[src/rtl/motion_door_timer.sv]
// Door / travel interval timer for the elevator controller.
// Times the held-high opendoor and mv2nxt commands and answers with one-cycle completion pulses.
module motion_door_timer #(
  parameter int DOOR_TICKS = 96,
  parameter int RUN_TICKS  = 64,
  parameter int DOOR_MIN   = 16,
  parameter int MAX_EXTEND = 3
) (
  input  logic       clk,
  input  logic       rst,
  input  logic       switch,
  input  logic       opendoor,
  input  logic       mv2nxt,
  input  logic       open_btn,
  input  logic       close_btn,
  output logic       endOpen,
  output logic       endRun,
  output logic [6:0] DoorCount,
  output logic [6:0] RunCount,
  output logic       conflict
);

  typedef enum logic [2:0] {IDLE, DOOR, RUN, DONE_DOOR, DONE_RUN} state_t;

  localparam logic [6:0] DOOR_LAST = 7'(DOOR_TICKS - 1);
  localparam logic [6:0] RUN_LAST  = 7'(RUN_TICKS - 1);
  localparam logic [6:0] DOOR_MINC = 7'(DOOR_MIN);
  localparam logic [1:0] EXT_MAX   = 2'(MAX_EXTEND);

  state_t     state_q, state_d;
  logic [6:0] door_cnt_q, door_cnt_d;
  logic [6:0] run_cnt_q, run_cnt_d;
  logic [1:0] ext_q, ext_d;
  logic       end_open_q, end_open_d;
  logic       end_run_q, end_run_d;
  logic       conflict_q, conflict_d;
  logic       take_cmd;

  always_comb begin
    state_d    = state_q;
    door_cnt_d = door_cnt_q;
    run_cnt_d  = run_cnt_q;
    ext_d      = ext_q;
    end_open_d = 1'b0;
    end_run_d  = 1'b0;
    conflict_d = 1'b0;
    take_cmd   = 1'b0;

    case (state_q)
      IDLE: take_cmd = 1'b1;
      DOOR: begin
        if (!opendoor) begin
          state_d    = IDLE;
          door_cnt_d = '0;
        end else if (open_btn && (ext_q < EXT_MAX)) begin
          door_cnt_d = '0;
          ext_d      = ext_q + 2'd1;
        // Already at the last tick: a held close button must not stall completion.
        end else if (close_btn && (door_cnt_q >= DOOR_MINC) && (door_cnt_q != DOOR_LAST)) begin
          door_cnt_d = DOOR_LAST;
        end else if (door_cnt_q == DOOR_LAST) begin
          end_open_d = 1'b1;
          state_d    = DONE_DOOR;
        end else begin
          door_cnt_d = door_cnt_q + 7'd1;
        end
      end
      RUN: begin
        conflict_d = opendoor;
        if (!mv2nxt) begin
          state_d   = IDLE;
          run_cnt_d = '0;
        end else if (run_cnt_q == RUN_LAST) begin
          end_run_d = 1'b1;
          state_d   = DONE_RUN;
        end else begin
          run_cnt_d = run_cnt_q + 7'd1;
        end
      end
      DONE_DOOR: begin
        if (!opendoor) begin
          state_d    = IDLE;
          door_cnt_d = '0;
          take_cmd   = 1'b1;
        end
      end
      DONE_RUN: begin
        if (!mv2nxt) begin
          state_d   = IDLE;
          run_cnt_d = '0;
          take_cmd  = 1'b1;
        end
      end
      default: state_d = IDLE;
    endcase

    // Command acceptance is shared so a DONE state hands over to the next command without an idle cycle.
    if (take_cmd) begin
      if (opendoor) begin
        state_d    = DOOR;
        door_cnt_d = '0;
        ext_d      = '0;
      end else if (mv2nxt) begin
        state_d   = RUN;
        run_cnt_d = '0;
      end
    end
  end

  always_ff @(posedge clk) begin
    if (rst || !switch) begin
      state_q    <= IDLE;
      door_cnt_q <= '0;
      run_cnt_q  <= '0;
      ext_q      <= '0;
      end_open_q <= 1'b0;
      end_run_q  <= 1'b0;
      conflict_q <= 1'b0;
    end else begin
      state_q    <= state_d;
      door_cnt_q <= door_cnt_d;
      run_cnt_q  <= run_cnt_d;
      ext_q      <= ext_d;
      end_open_q <= end_open_d;
      end_run_q  <= end_run_d;
      conflict_q <= conflict_d;
    end
  end

  assign endOpen   = end_open_q;
  assign endRun    = end_run_q;
  assign DoorCount = door_cnt_q;
  assign RunCount  = run_cnt_q;
  assign conflict  = conflict_q;

endmodule

[config.mk]
export PLATFORM = sky130hd
export DESIGN_NAME = motion_door_timer
export DESIGN_NICKNAME = d
export VERILOG_FILES = /design/src/rtl/motion_door_timer.sv
export SDC_FILE = /design/constraint.sdc
export NUM_CORES = 1
export LEC_CHECK = 0
export ABC_AREA = 1
export CAP_MARGIN = 25
export CORE_MARGIN = 4
export CORE_UTILIZATION = 45
export DETAILED_ROUTE_END_ITERATION = 10
export DONT_BUFFER_PORTS = 1
export HOLD_SLACK_MARGIN = 0.05
export PLACE_DENSITY_LB_ADDON = 0.12
export REMOVE_ABC_BUFFERS = 1
export SLEW_MARGIN = 20
export SYNTH_ARGS = -nofsm -noshare
export SYNTH_HDL_FRONTEND = slang
export SYNTH_SLANG_ARGS = --single-unit
[constraint.sdc]
create_clock -name clk -period 2.7 [get_ports clk]
set_input_delay 0.405 -clock clk [delete_from_list [all_inputs] [get_ports clk]]
set_output_delay 0.405 -clock clk [all_outputs]
set_load 0.005 [all_outputs]
==> results of run 1 <==
[metal layers]
metal / routed length [um] / vias up
met2: 1053 / 19
met4: 51 / 0
met3: 103 / 6
met5: 0 / -
li1: - / 586
met1: 1335 / 482
[through the flow]
stage,area (um^2),power [uW],cells,utilization (%)
2_1_floorplan,1277,363.3,178,-
3_3_place_gp,1316,369.6,209,48.15
3_5_place_dp,1316,369.9,209,48.15
4_1_cts,1353,554.8,213,49.47
5_1_grt,1353,575.3,213,49.47
6_report,1353,549.1,213,49.47
[sequential cells by signal (all words and copies together) (netlist names), named ones only]
signal,count
RunCount,7
DoorCount,7
endOpen,1
state_q,3
conflict,1
endRun,1
[kinds of logic after synthesis]
group                      count (synthesis)  synth area share (%)
AOI/OAI and AO/OA                         39                 18.12
xor gates and xnor gates                   3                 2.057
adders and majority gates                  4                 3.918
buffers and inverters                     24                 7.444
DFF                                       22                 34.48
and+or+nand+nor                           86                 33.99
[placed cells by master (no fill, tap or decap)]
cell type / synthesis / layout
o21ai_2: 2 / 2
nand3_1: 9 / 9
a21boi_0: 1 / 1
o21bai_1: 1 / 1
nor3_1: 1 / 1
nand3_2: 1 / 1
inv_1: 19 / 19
nand2_4: 1 / 1
nor3_2: 2 / 2
or2_2: 1 / 1
o211ai_1: 2 / 2
clkinv_4: 1 / 1
o21ai_1: 3 / 3
nand2_2: 4 / 4
dfxtp_1: 22 / 22
nand3_4: 2 / 2
or2_0: 1 / 1
a21oi_2: 1 / 1
clkbuf_8: 0 / 1
o22ai_1: 1 / 1
nor2_1: 19 / 19
ha_1: 4 / 4
nand2_1: 39 / 39
inv_2: 4 / 4
nor2_2: 3 / 3
a211oi_1: 1 / 1
nor2_4: 3 / 3
o21ai_0: 9 / 9
a21oi_4: 1 / 1
xor2_1: 3 / 3
clkbuf_4: 0 / 3
a21oi_1: 17 / 17
[path summary, 6_finish.rpt]
| path | start | endpoint | slack (ns) | cells past startpoint |
|---|---|---|---|---|
| worst max-delay path | DoorCount[0] | DoorCount[2] | 1.16 | 8 |
| worst min-delay path | mv2nxt | state_q[1] | 0.25 | 2 |
| worst max register to register | DoorCount[0] | DoorCount[2] | 1.16 | 8 |
| worst min register to register | flop | flop | 0.48 | 1 |
[cell type report]
| cell class | count | area (um^2) |
|---|---|---|
| clock buffer | 4 | 36.28 |
| fill | 275 | 1381 |
| inverter | 24 | 95.09 |
| multi-input combinational | 132 | 742.0 |
| sequential | 22 | 440.4 |
| tap | 31 | 38.79 |
[power breakdown]
part           internal [uW]  total, uW  switching [uW]
clock                   82.4        186             104
sequential               326        328            2.33
combinational           9.36       34.3            24.9
total                    418        549             131
==> insert_results.sql, run 1 <==
INSERT INTO impl_metrics (metric_group, metric, value, unit) VALUES
('outcome', 'outcome', 'finished, final reports clean', ''),
('sta', 'finalWorstSetupSlack', '1.161', 'ns'),
('sta', 'report.final.hold_viol_count', '0', ''),
('global_route', 'grt_start_max_net_pins', '13', ''),
('cts', 'cts_hold_buf', '0', ''),
('cts', 'cts_root_buf', 'clkbuf_4', ''),
('worst_setup_path', 'worst_ep_required_time', '2.91', 'ns'),
('cts', 'cts_max_path_buffers', '2', ''),
('yosys', 'synthesis.yosys.warnings', '0', ''),
('sta', 'slew_violations', '0', ''),
('sta', 'timing.hold.ws', '0.2502', 'ns'),
('die', 'initial_core_util', '46.73', '%'),
('worst_setup_path', 'worstSetupPathType', 'reg -> reg', ''),
('global_route', 'grt_pass1_wl', '4.519', 'mm'),
('yosys', 'ys_seq_elements', '22', ''),
('yosys', 'async_reset_ff_share', '0', '%'),
('die', 'fp.dieArea', '3755', 'um^2'),
('global_route', 'grt_antenna_before_repair', '0', ''),
('cts', 'postCtsSetupRepairBufs', '0', ''),
('yosys', 'synthDistinctLibCells', '30', ''),
('yosys', 'yosys_most_used_dff', 'dfxtp_1', ''),
('power_and_ir_drop', 'leakage', '0.0005308', 'uW'),
('detailed_routing', 'routed-via-count', '1093', ''),
('cts', 'cts_sinks', '22', ''),
('die', 'num_io_pins', '24', ''),
('finish', 'fraction_of_final_layout_cells_with_drive_strength_greater_than_1', '16.48', '%'),
('global_route', 'groute.usage.overall', '15.81', '%'),
('yosys', 'yosysMostFrequentCell', 'nand2_1', ''),
('sta', 'rsz0062_at_grt', 'no', ''),
('die', 'placementRows', '19', ''),
('worst_setup_path', 'worst_path_dominant_cell_family', 'simple AND/OR/NAND/NOR gates', ''),
('detailed_routing', 'wl', '2.545', 'mm'),
('finish', 'fin_nets', '194', ''),
('placed_design', 'detailedPlace.worstSlack', '1.174', 'ns'),
('cts', 'worstSkewPairLatency', '0.31', 'ns'),
('finish', 'layout_overhead_on_the_synthesized_area', '5.877', '%'),
('sta', 'worst_slew_margin_rel', '75.15', '%'),
('sta', 'period_share', '57.01', '%'),
('cts', 'cts-htree-levels', '1', ''),
('yosys', 'synth.cell_area', '1277', 'um^2'),
('power_and_ir_drop', 'vdd_drop_max', '0.2270', 'mV'),
('global_route', 'grt.met3_usage', '3.774', '%'),
('die', 'chipWidth', '61.28', 'um'),
('global_route', 'grt_remaining_overflow', '0', ''),
('sta', 'fin_worst_skew', '0.001883', 'ns'),
('cts', 'ctsResizeCount', '0', ''),
('sta', 'tightest_slew', '0.3714', 'ns'),
('sta', 'timing.setup.tns', '0', 'ns'),
('power_and_ir_drop', 'pwr_density_cell', '405.9', 'nW/um^2'),
('yosys', 'synth.cells.most_frequent', 'nand2_1 (39), dfxtp_1 (22), inv_1 (19), nor2_1 (19), a21oi_1 (17)', ''),
('worst_setup_path', 'timing.critical_path.buf_inv', '0', ''),
('detailed_routing', 'detail_route.vias_per_cell', '5.131', ''),
('worst_setup_path', 'timing.critical_path.fanout_max', '5', ''),
('placed_design', 'hpwlAfterDp', '2.066', 'mm'),
('job', 'timing.max_cap.violations', '0', ''),
('worst_setup_path', 'timing.critical_path.arrival', '1.75', 'ns'),
('yosys', 'seq_area_frac_synth', '34.48', '%'),
('yosys', 'yosys.area.top_type_share', '34.48', '%'),
('placed_design', 'globalplace.congestion', '0.9400', ''),
('detailed_routing', 'route.antenna.remaining_nets', '0', ''),
('finish', 'num_antenna_cells', '0', ''),
('sta', 'maxClockFrequency', '649.6', 'MHz'),
('worst_hold_path', 'holdCritPathClass', 'in -> reg', ''),
('worst_setup_path', 'timing.critical_path.slowest_stage_cell', 'dfxtp_1', ''),
('cts', 'tritoncts_clock_tree', 'done', ''),
('sta', 'report.final.setup_viol', '0', ''),
('cts', 'clkTransAtPathRegs', '0.13', 'ns'),
('detailed_routing', 'route.detailed.drc', '0', ''),
('worst_setup_path', 'crit_top_cell', 'nand2_1', ''),
('detailed_routing', 'drt-wirelength-per-cell', '11.95', 'um'),
('global_route', 'grt_use_met2', '22.36', '%');
Power figures use the tool's default switching activity.
==> run 2: changes to the inputs <==
==> constraint.sdc (replaced) <==
create_clock -name clk -period 1.5 [get_ports clk]
set_input_delay 0.225 -clock clk [delete_from_list [all_inputs] [get_ports clk]]
set_output_delay 0.225 -clock clk [all_outputs]
set_load 0.005 [all_outputs]
==> run 2 against run 1 <==
Compared with the run above: clock skew rose by 0.0040 ns; hold slack lost 0.18 ns; utilization increased by 2.7 points; critical path depth grew 2; maximum frequency grew 12%; routed wire length up 7.5%; register-to-register slack worse by 1.0 ns; combinational power grew 83%; sequential share of layout area is 1.7 points lower; cell count is 3.8% higher; design area grew 5.5%; largest power group unchanged; highest routed layer unchanged.
==> insert_results.sql, run 2 (synthesized netlist as in run 1, its figures left out) <==
INSERT INTO impl_metrics (metric_group, metric, value, unit) VALUES
('worst_setup_path', 'critical-path-max-stage-delay', '0.36', 'ns'),
('detailed_routing', 'met1_length', '1.336', 'mm'),
('detailed_routing', 'route.detailed.drc', '0', ''),
('worst_hold_path', 'timing.hold.worst_path_depth', '2', ''),
('detailed_routing', 'dr_wl_met3', '138', 'um'),
('sta', 'rsz0062_at_grt', 'no', ''),
('global_route', 'grt_pass1_wl', '4.229', 'mm'),
('detailed_routing', 'top_layer_used', 'met4', ''),
('global_route', 'via_count_of_the_first_global_routing_pass', '1038', ''),
('die', 'die_height', '61.28', 'um'),
('power_and_ir_drop', 'leakage', '0.0005744', 'uW'),
('placed_design', 'hpwlAfterDp', '2.177', 'mm'),
('worst_hold_path', 'holdCritPathClass', 'in -> reg', ''),
('worst_hold_path', 'worst_hold_startpoint', 'mv2nxt', ''),
('finish', 'mostFrequentLayoutCells', 'nand2_1 (39), dfxtp_1 (22), inv_1 (19)', ''),
('sta', 'report.final.setup_viol', '0', ''),
('finish', 'final_common_cell', 'nand2_1', ''),
('power_and_ir_drop', 'totalPowerFinal', '994.5', 'uW'),
('power_and_ir_drop', 'vdd_drop_max', '0.5095', 'mV'),
('die', 'chipWidth', '61.28', 'um'),
('detailed_routing', 'wire_length_on_met2', '1.242', 'mm'),
('cts', 'postCtsSetupRepairBufs', '0', ''),
('sta', 'tightest_slew', '0.3472', 'ns'),
('die', 'design.core.area', '2734', 'um^2'),
('cts', 'tritoncts_clock_tree', 'done', ''),
('worst_setup_path', 'end_kind', 'flop', ''),
('cts', 'cts_root_buf', 'clkbuf_4', ''),
('worst_setup_path', 'timing.reg2reg.worst_path_depth', '10', ''),
('placed_design', 'globalplace.congestion', '0.9091', ''),
('placed_design', 'io_buffers', '0', ''),
('sta', 'worst_slew_margin_rel', '76.77', '%'),
('sta', 'timing.setup.tns', '0', 'ns'),
('worst_setup_path', 'r2r_start', 'DoorCount[0]', ''),
('global_route', 'grt_antenna_before_repair', '0', ''),
('worst_setup_path', 'timing.critical_path.fanout_max', '4', ''),
('finish', 'num_antenna_cells', '0', ''),
('worst_setup_path', 'regToRegEndpoint', 'DoorCount[6]', ''),
('finish', 'stdcell_count', '221', ''),
('cts', 'cts-htree-levels', '1', ''),
('cts', 'worstSkewPairLatency', '0.31', 'ns'),
('sta', 'period_share', '91.84', '%'),
('detailed_routing', 'wl', '2.735', 'mm'),
('die', 'initial_core_util', '46.73', '%'),
('die', 'num_io_pins', '24', ''),
('detailed_routing', 'routed-via-count', '1149', ''),
('worst_setup_path', 'timing.reg2reg.setup_slack', '0.12', 'ns'),
('finish', 'layout_overhead_on_the_synthesized_area', '11.66', '%'),
('worst_setup_path', 'crit_top_cell', 'nand2_1', ''),
('worst_setup_path', 'worstPathCellList', 'ha_1 > nand2_1 > nor2_2 > nand2_1 > nand2_1 > nand2_1 > nand2_1 > nand2_1 > nand2_1 > a21oi_1', ''),
('placed_design', 'numPlacedInstances', '217', ''),
('sta', 'fin_crit', '1.378', 'ns'),
('cts', 'cts_inserted_buffers', '3', ''),
('worst_setup_path', 'worstSetupPathType', 'reg -> reg', ''),
('sta', 'fin_worst_skew', '0.005930', 'ns'),
('detailed_routing', 'drt-wirelength-per-cell', '12.38', 'um'),
('job', 'timing.max_cap.violations', '0', ''),
('worst_setup_path', 'timing.critical_path.slowest_stage_cell', 'dfxtp_1', ''),
('finish', 'fraction_of_final_layout_cells_with_drive_strength_greater_than_1', '21.05', '%'),
('worst_setup_path', 'timing.critical_path.arrival', '1.58', 'ns'),
('worst_setup_path', 'worst_ep_required_time', '1.70', 'ns'),
('global_route', 'grt_remaining_overflow', '0', ''),
('die', 'fp.dieArea', '3755', 'um^2'),
('outcome', 'outcome', 'finished, final reports clean', ''),
('global_route', 'grt_start_max_net_pins', '13', ''),
('global_route', 'groute.usage.overall', '14.95', '%'),
('cts', 'clkTransAtPathRegs', '0.13', 'ns'),
('cts', 'cts_sinks', '22', ''),
('finish', 'fin_nets', '202', ''),
('cts', 'cts_max_path_buffers', '2', ''),
('worst_hold_path', 'hold_end', 'state_q[1]', ''),
('power_and_ir_drop', 'pwr_density_cell', '697.2', 'nW/um^2'),
('sta', 'report.final.hold_viol_count', '0', ''),
('detailed_routing', 'initialDrtViolationCount', '58', ''),
('worst_setup_path', 'kind_of_launch_point_of_the_worst_setup_path', 'flop', ''),
('sta', 'slew_violations', '0', ''),
('worst_setup_path', 'worst_path_dominant_cell_family', 'simple AND/OR/NAND/NOR gates', ''),
('die', 'placementRows', '19', ''),
('sta', 'maxClockFrequency', '725.9', 'MHz'),
('detailed_routing', 'route.antenna.remaining_nets', '0', ''),
('detailed_routing', 'detail_route.vias_per_cell', '5.199', ''),
('worst_setup_path', 'timing.critical_path.buf_inv', '0', ''),
('detailed_routing', 'detailedRoute.firstPassIterationCount', '4', '');
run 2: metal layers:
metal  GRT usage [%]  vias up
li1                -      600
met1           19.01      521
met2           23.87       26
met3           3.983        2
met4           6.192        0
met5               0        -
run 2: timing repair:
action	in CTS	in global routing
endpoints found under the hold margin	0	0
endpoints found under the setup margin	0	5
resized for setup	0	3
hold buffers	0	0
run 2: layout make-up:
cell class | count | area (um^2)
sequential | 22 | 440.4
inverter | 24 | 95.09
timing repair buffer | 8 | 60.06
clock buffer | 4 | 36.28
multi-input combinational | 132 | 755.7
fill | 261 | 1308
tap | 31 | 38.79
run 2: how the worst max path moves through the flow:
| stage | startpoint | endpoint | slack, ns | cells past startpoint |
|---|---|---|---|---|
| after global routing | RunCount[0] | RunCount[1] | 0.01 | 9 |
| after global placement | RunCount[0] | RunCount[1] | 0.13 | 8 |
| after CTS | RunCount[0] | RunCount[0] | 0.1 | 7 |
| final | DoorCount[0] | DoorCount[6] | 0.12 | 10 |
| after detailed placement | RunCount[0] | RunCount[1] | 0.13 | 8 |
| after floorplan | DoorCount[0] | DoorCount[2] | 0.14 | 8 |
run 2: power breakdown:
part / switching, uW / internal (uW)
sequential: 3.96 / 587
combinational: 45.4 / 17.2
clock: 193 / 148
run 2: per-stage QoR:
step / worst slack (ns) / hold slack [ns] / instance area (um^2) / util (%)
after global routing: 0.01080 / 0.06105 / 1426 / 52.17
after CTS: 0.09598 / 0.05974 / 1413 / 51.67
after detailed placement: 0.1318 / 0.4110 / 1376 / 50.34
after global placement: 0.1306 / 0.4061 / 1376 / 50.34
after floorplan: 0.1405 / 0.3963 / 1277 / -
final: 0.1225 / 0.06567 / 1426 / 52.17
==> run 3: changes to the inputs <==
==> constraint.sdc (replaced) <==
create_clock -name clk -period 1.77 [get_ports clk]
set_input_delay 0.2655 -clock clk [delete_from_list [all_inputs] [get_ports clk]]
set_output_delay 0.2655 -clock clk [all_outputs]
set_load 0.005 [all_outputs]
==> run 3 against run 2 <==
Compared with the run above: maximum frequency down 9.5%; utilization fell by 2.7 points; cell count down 3.6%; flip-flop and latch count unchanged; largest power group unchanged.
==> insert_results.sql, run 3 (synthesized netlist as in run 1, its figures left out) <==
INSERT INTO impl_metrics (metric_group, metric, value, unit) VALUES
('global_route', 'grt_remaining_overflow', '0', ''),
('cts', 'cts_sinks', '22', ''),
('cts', 'ctsResizeCount', '0', ''),
('cts', 'cts_inserted_buffers', '3', ''),
('worst_hold_path', 'timing.hold.worst_path_depth', '2', ''),
('placed_design', 'io_buffers', '0', ''),
('cts', 'tritoncts_clock_tree', 'done', ''),
('die', 'chipWidth', '61.28', 'um'),
('cts', 'cts_max_path_buffers', '2', ''),
('outcome', 'outcome', 'finished, final reports clean', ''),
('detailed_routing', 'detailedRoute.firstPassIterationCount', '4', ''),
('detailed_routing', 'route.detailed.drc', '0', ''),
('worst_setup_path', 'timing.reg2reg.worst_path_depth', '9', ''),
('sta', 'fin_crit', '1.523', 'ns'),
('die', 'initial_core_util', '46.73', '%'),
('die', 'die_height', '61.28', 'um'),
('placed_design', 'globalplace.congestion', '0.8933', ''),
('placed_design', 'numPlacedInstances', '209', ''),
('worst_hold_path', 'holdCritPathClass', 'in -> reg', ''),
('global_route', 'via_count_of_the_first_global_routing_pass', '995', ''),
('cts', 'cts_root_buf', 'clkbuf_4', ''),
('sta', 'report.final.hold_viol_count', '0', ''),
('sta', 'maxClockFrequency', '656.7', 'MHz'),
('detailed_routing', 'detail_route.vias_per_cell', '5.122', ''),
('finish', 'num_antenna_cells', '0', ''),
('worst_setup_path', 'end_kind', 'flop', ''),
('detailed_routing', 'initialDrtViolationCount', '47', ''),
('detailed_routing', 'drt-wirelength-per-cell', '12.12', 'um'),
('job', 'timing.max_cap.violations', '0', ''),
('power_and_ir_drop', 'power_frac_clock', '33.9', '%'),
('cts', 'worstSkewPairLatency', '0.31', 'ns'),
('die', 'num_io_pins', '24', ''),
('finish', 'layout_overhead_on_the_synthesized_area', '5.877', '%'),
('detailed_routing', 'route.antenna.remaining_nets', '0', ''),
('sta', 'slew_violations', '0', ''),
('finish', 'fraction_of_final_layout_cells_with_drive_strength_greater_than_1', '16.48', '%'),
('sta', 'timing.hold.ws', '0.1109', 'ns'),
('worst_setup_path', 'worstPathCellList', 'ha_1 > nand2_1 > nor2_2 > nand2_1 > inv_1 > nand2_2 > nand2_2 > nand2_1 > a21oi_1', ''),
('cts', 'clkTransAtPathRegs', '0.13', 'ns'),
('worst_setup_path', 'timing.critical_path.arrival', '1.77', 'ns'),
('worst_setup_path', 'critical-path-max-stage-delay', '0.44', 'ns'),
('die', 'placementRows', '19', ''),
('worst_setup_path', 'timing.critical_path.slowest_stage_cell', 'dfxtp_1', ''),
('worst_setup_path', 'worstSetupPathType', 'reg -> reg', ''),
('sta', 'tightest_slew', '0.3564', 'ns'),
('power_and_ir_drop', 'leakage', '0.0005308', 'uW'),
('worst_setup_path', 'kind_of_launch_point_of_the_worst_setup_path', 'flop', ''),
('finish', 'final_common_cell', 'nand2_1', ''),
('sta', 'period_share', '86.03', '%'),
('power_and_ir_drop', 'vdd_drop_max', '0.4480', 'mV'),
('power_and_ir_drop', 'pwr_density_cell', '619.1', 'nW/um^2'),
('worst_setup_path', 'crit_top_cell', 'nand2_1', ''),
('detailed_routing', 'wl', '2.582', 'mm'),
('sta', 'worst_slew_margin_rel', '76.15', '%'),
('cts', 'cts_hold_buf', '0', ''),
('global_route', 'groute.usage.overall', '15.00', '%'),
('detailed_routing', 'routed-via-count', '1091', ''),
('sta', 'rsz0062_at_grt', 'no', ''),
('finish', 'mostFrequentLayoutCells', 'nand2_1 (39), dfxtp_1 (22), inv_1 (19), nor2_1 (19), a21oi_1 (17)', ''),
('power_and_ir_drop', 'cellInternalPower', '637.1', 'uW'),
('worst_setup_path', 'worst_ep_required_time', '2.01', 'ns'),
('global_route', 'grt_pass1_wl', '4.305', 'mm'),
('sta', 'fin_worst_skew', '0.006150', 'ns'),
('power_and_ir_drop', 'power_switching_share', '23.92', '%'),
('global_route', 'grt_start_max_net_pins', '13', ''),
('sta', 'timing.setup.tns', '0', 'ns'),
('sta', 'report.final.setup_viol', '0', ''),
('die', 'fp.dieArea', '3755', 'um^2'),
('cts', 'postCtsSetupRepairBufs', '0', ''),
('cts', 'cts-htree-levels', '1', ''),
('finish', 'fin_nets', '194', ''),
('global_route', 'grt_antenna_before_repair', '0', ''),
('finish', 'stdcell_count', '213', ''),
('placed_design', 'hpwlAfterDp', '2.050', 'mm'),
('power_and_ir_drop', 'netSwitchingPower', '200.3', 'uW'),
('power_and_ir_drop', 'power.share.sequential', '59.8', '%'),
('power_and_ir_drop', 'power_frac_comb', '6.3', '%'),
('die', 'design.core.area', '2734', 'um^2'),
('worst_setup_path', 'timing.critical_path.fanout_max', '5', '');
## run 3: layer usage
metal	global-route usage, %	up-vias	wire [um]
met5	0	-	0
met4	4.644	0	23
met1	20.18	484	1306
met2	22.81	17	1118
met3	4.822	2	133
li1	-	588	-
## run 3: final timing paths
path         slack (ns)          from      endpoint
min reg2reg        0.49          flop          flop
max                0.25  DoorCount[0]  DoorCount[0]
max reg2reg        0.25  DoorCount[0]  DoorCount[0]
min                0.11        mv2nxt    state_q[1]
## run 3: stage by stage
step,instance area [um^2],utilization (%),setup slack (ns),total power (uW)
6_report,1353,49.47,0.2472,837.3
2_1_floorplan,1277,-,0.4105,554.1
3_5_place_dp,1316,48.15,0.2592,564.9
5_1_grt,1353,49.47,0.07386,872.8
3_3_place_gp,1316,48.15,0.2756,564.3
4_1_cts,1353,49.47,0.2287,844.1
## run 3: layout make-up
| class | instances | area (um^2) |
|---|---|---|
| multi-input cells | 132 | 742.0 |
| flip-flops and latches | 22 | 440.4 |
| inverters | 24 | 95.09 |
| well taps | 31 | 38.79 |
| clock buffers | 4 | 36.28 |
| fillers | 276 | 1381 |
## run 3: critical path, delay by kind of cell, from the launching register on
kind,cells,cell delay [ns]
buffers and inverters,1,0.12
AO/OA/AOI/OAI,1,0.13
AND/OR/NAND/NOR,6,0.54
adder cells (fa/ha/maj),1,0.23
flip-flops,1,0.44
## run 3: power groups by stage
stage | Sequential (uW) | Combinational (uW) | Clock [uW]
final | 501 | 52.6 | 284
after global routing | 501 | 60.5 | 311
after CTS | 501 | 53.3 | 290
after detailed placement | 512 | 53.1 | 0
after global placement | 512 | 52.5 | 0
after floorplan | 511 | 42.8 | 0
==> edit, RTL diff (config.mk and constraints of run 1) <==
Register the output `RunCount` once more; this adds one clock of latency there. The other outputs are not delayed to match.
--- a/src/rtl/motion_door_timer.sv
+++ b/src/rtl/motion_door_timer.sv
@@ -131,5 +131,7 @@
   assign endRun    = end_run_q;
   assign DoorCount = door_cnt_q;
-  assign RunCount  = run_cnt_q;
+  always_ff @(posedge clk) begin
+    RunCount <= run_cnt_q;
+  end
   assign conflict  = conflict_q;
 
Function: changed (a bounded check fails within 4 cycles, from zero or initial values).
==> edit against run 1 <==
Utilization increased by 1.3 points. Sequential cell count is 7 higher. Design area rose by 15%. Highest routed layer unchanged. Critical path depth up 2. Wire length increased by 19%. Total power up 32%. Worst setup slack improved by 0.025 ns. Area after synthesis increased by 13%. Sequential power rose by 31%.
==> edit: results <==
run_status:
  status: "finished clean"
critical_path:
  r2r_cells: 10
  cp_max_fo: 8
  setup.worst_path.end: "DoorCount[6]"
  slowest_delay_ns: 0.44
  reg2reg_slack_ns: 1.19
yosys:
  synth_compound_area_share_pct: 15.3
  ys_top_cells_by_count: "sky130_fd_sc_hd__nand2_1, sky130_fd_sc_hd__dfxtp_1, sky130_fd_sc_hd__inv_1"
  synthMuxAreaShare_pct: 0
  synth.yosys.seq_area_share_pct: 40.3
  synth_adder_area_share_pct: 3.48
  synth_top_area_share_pct: 40.3
  post_synth.cell_area_avg_um2: 7.74
  yosysUniqueCellTypes: 29
  ys.warnings.count: 0
  synth.top_cells.by_area: "sky130_fd_sc_hd__dfxtp_1, sky130_fd_sc_hd__nand2_1, sky130_fd_sc_hd__a21oi_1"
  synth_xor_area_share_pct: 1.22
detailed_routing:
  routed-via-count: 1199
  firstDrtPassIters: 4
  average_via_count_per_standard_cell: 5.04
  post_drt_wl_per_cell_um: 12.7
  drt_iter0_markers: 55
global_routing:
  grt_pass1_wl_um: 5320
  gr-usage-met1_pct: 20.1
  groute.usage.overall_pct: 16.5
  largest_net_degree_at_the_start_of_global_routing: 11
  met3_track_demand_over_resource_pct: 6.59
  gr-usage-met2_pct: 26.4
placed_design:
  place_hpwl_um: 2210
  place_inst: 230
  finalWeightedCongestion: 0.905
clock_tree:
  cts_setup_buffers: 0
  cts_made_buffers: 5
  worstSkewPairLatency_ns: 0.34
  ctsLongestPathBuffers: 2
  cts-resized-gates: 0
  cts_htree_levels: 2
  worst_setup_hold_path_clk_slew_ns: 0.11
sta:
  finClkSkew_ns: 0.0176
  fin_worst_hold_slack_ns: 0.217
  slew_headroom_pct: 76.3
min_path:
  holdCritStartpoint: "mv2nxt"
  classification_of_the_worst_slack_hold_path: "primary input to flip-flop"
  min_to: "run_cnt_q[5]"
final_layout:
  post_route_cells_drive_above_1_share_pct: 21.6
  filler_cell_count: 322
  final_nets: 204
pwr:
  leakagePower_nw: 0.605
  ir_worst_vdd_mv: 0.226
edit: cell count changes after synthesis, sizes merged, moves of 3 or more:
cell	before	now
dfxtp	22	29
inv	23	27
nand2	44	49
nand4	0	3
nor2	25	18
o21ai	14	10
edit: through the flow:
step | util, % | area [um2] | worst slack (ns)
floorplan | - | 1440 | 1.39
global placement | 49.0 | 1500 | 1.22
detailed placement | 49.0 | 1500 | 1.20
CTS | 50.8 | 1550 | 1.19
global route | 50.8 | 1550 | 1.04
finish | 50.8 | 1550 | 1.19
edit: where the power goes:
part	switching (mW)	total, mW	internal, mW
Clock	0.161	0.259	0.0980
Combinational	0.0270	0.0366	0.00961
Sequential	0.00156	0.431	0.429
Total	0.189	0.726	0.537
edit: per-layer routing:
layer,wire length [um],up-vias
met5,0,-
met4,19,0
met3,171,2
met2,1410,31
met1,1420,551
li1,-,615
edit: layout make-up:
cell class	instances	area share, %
clock buffer	5	2.42
clock inverter	3	1.13
inverter	29	7.43
multi-input combinational	128	48.0
sequential	29	37.4
tap	44	3.55
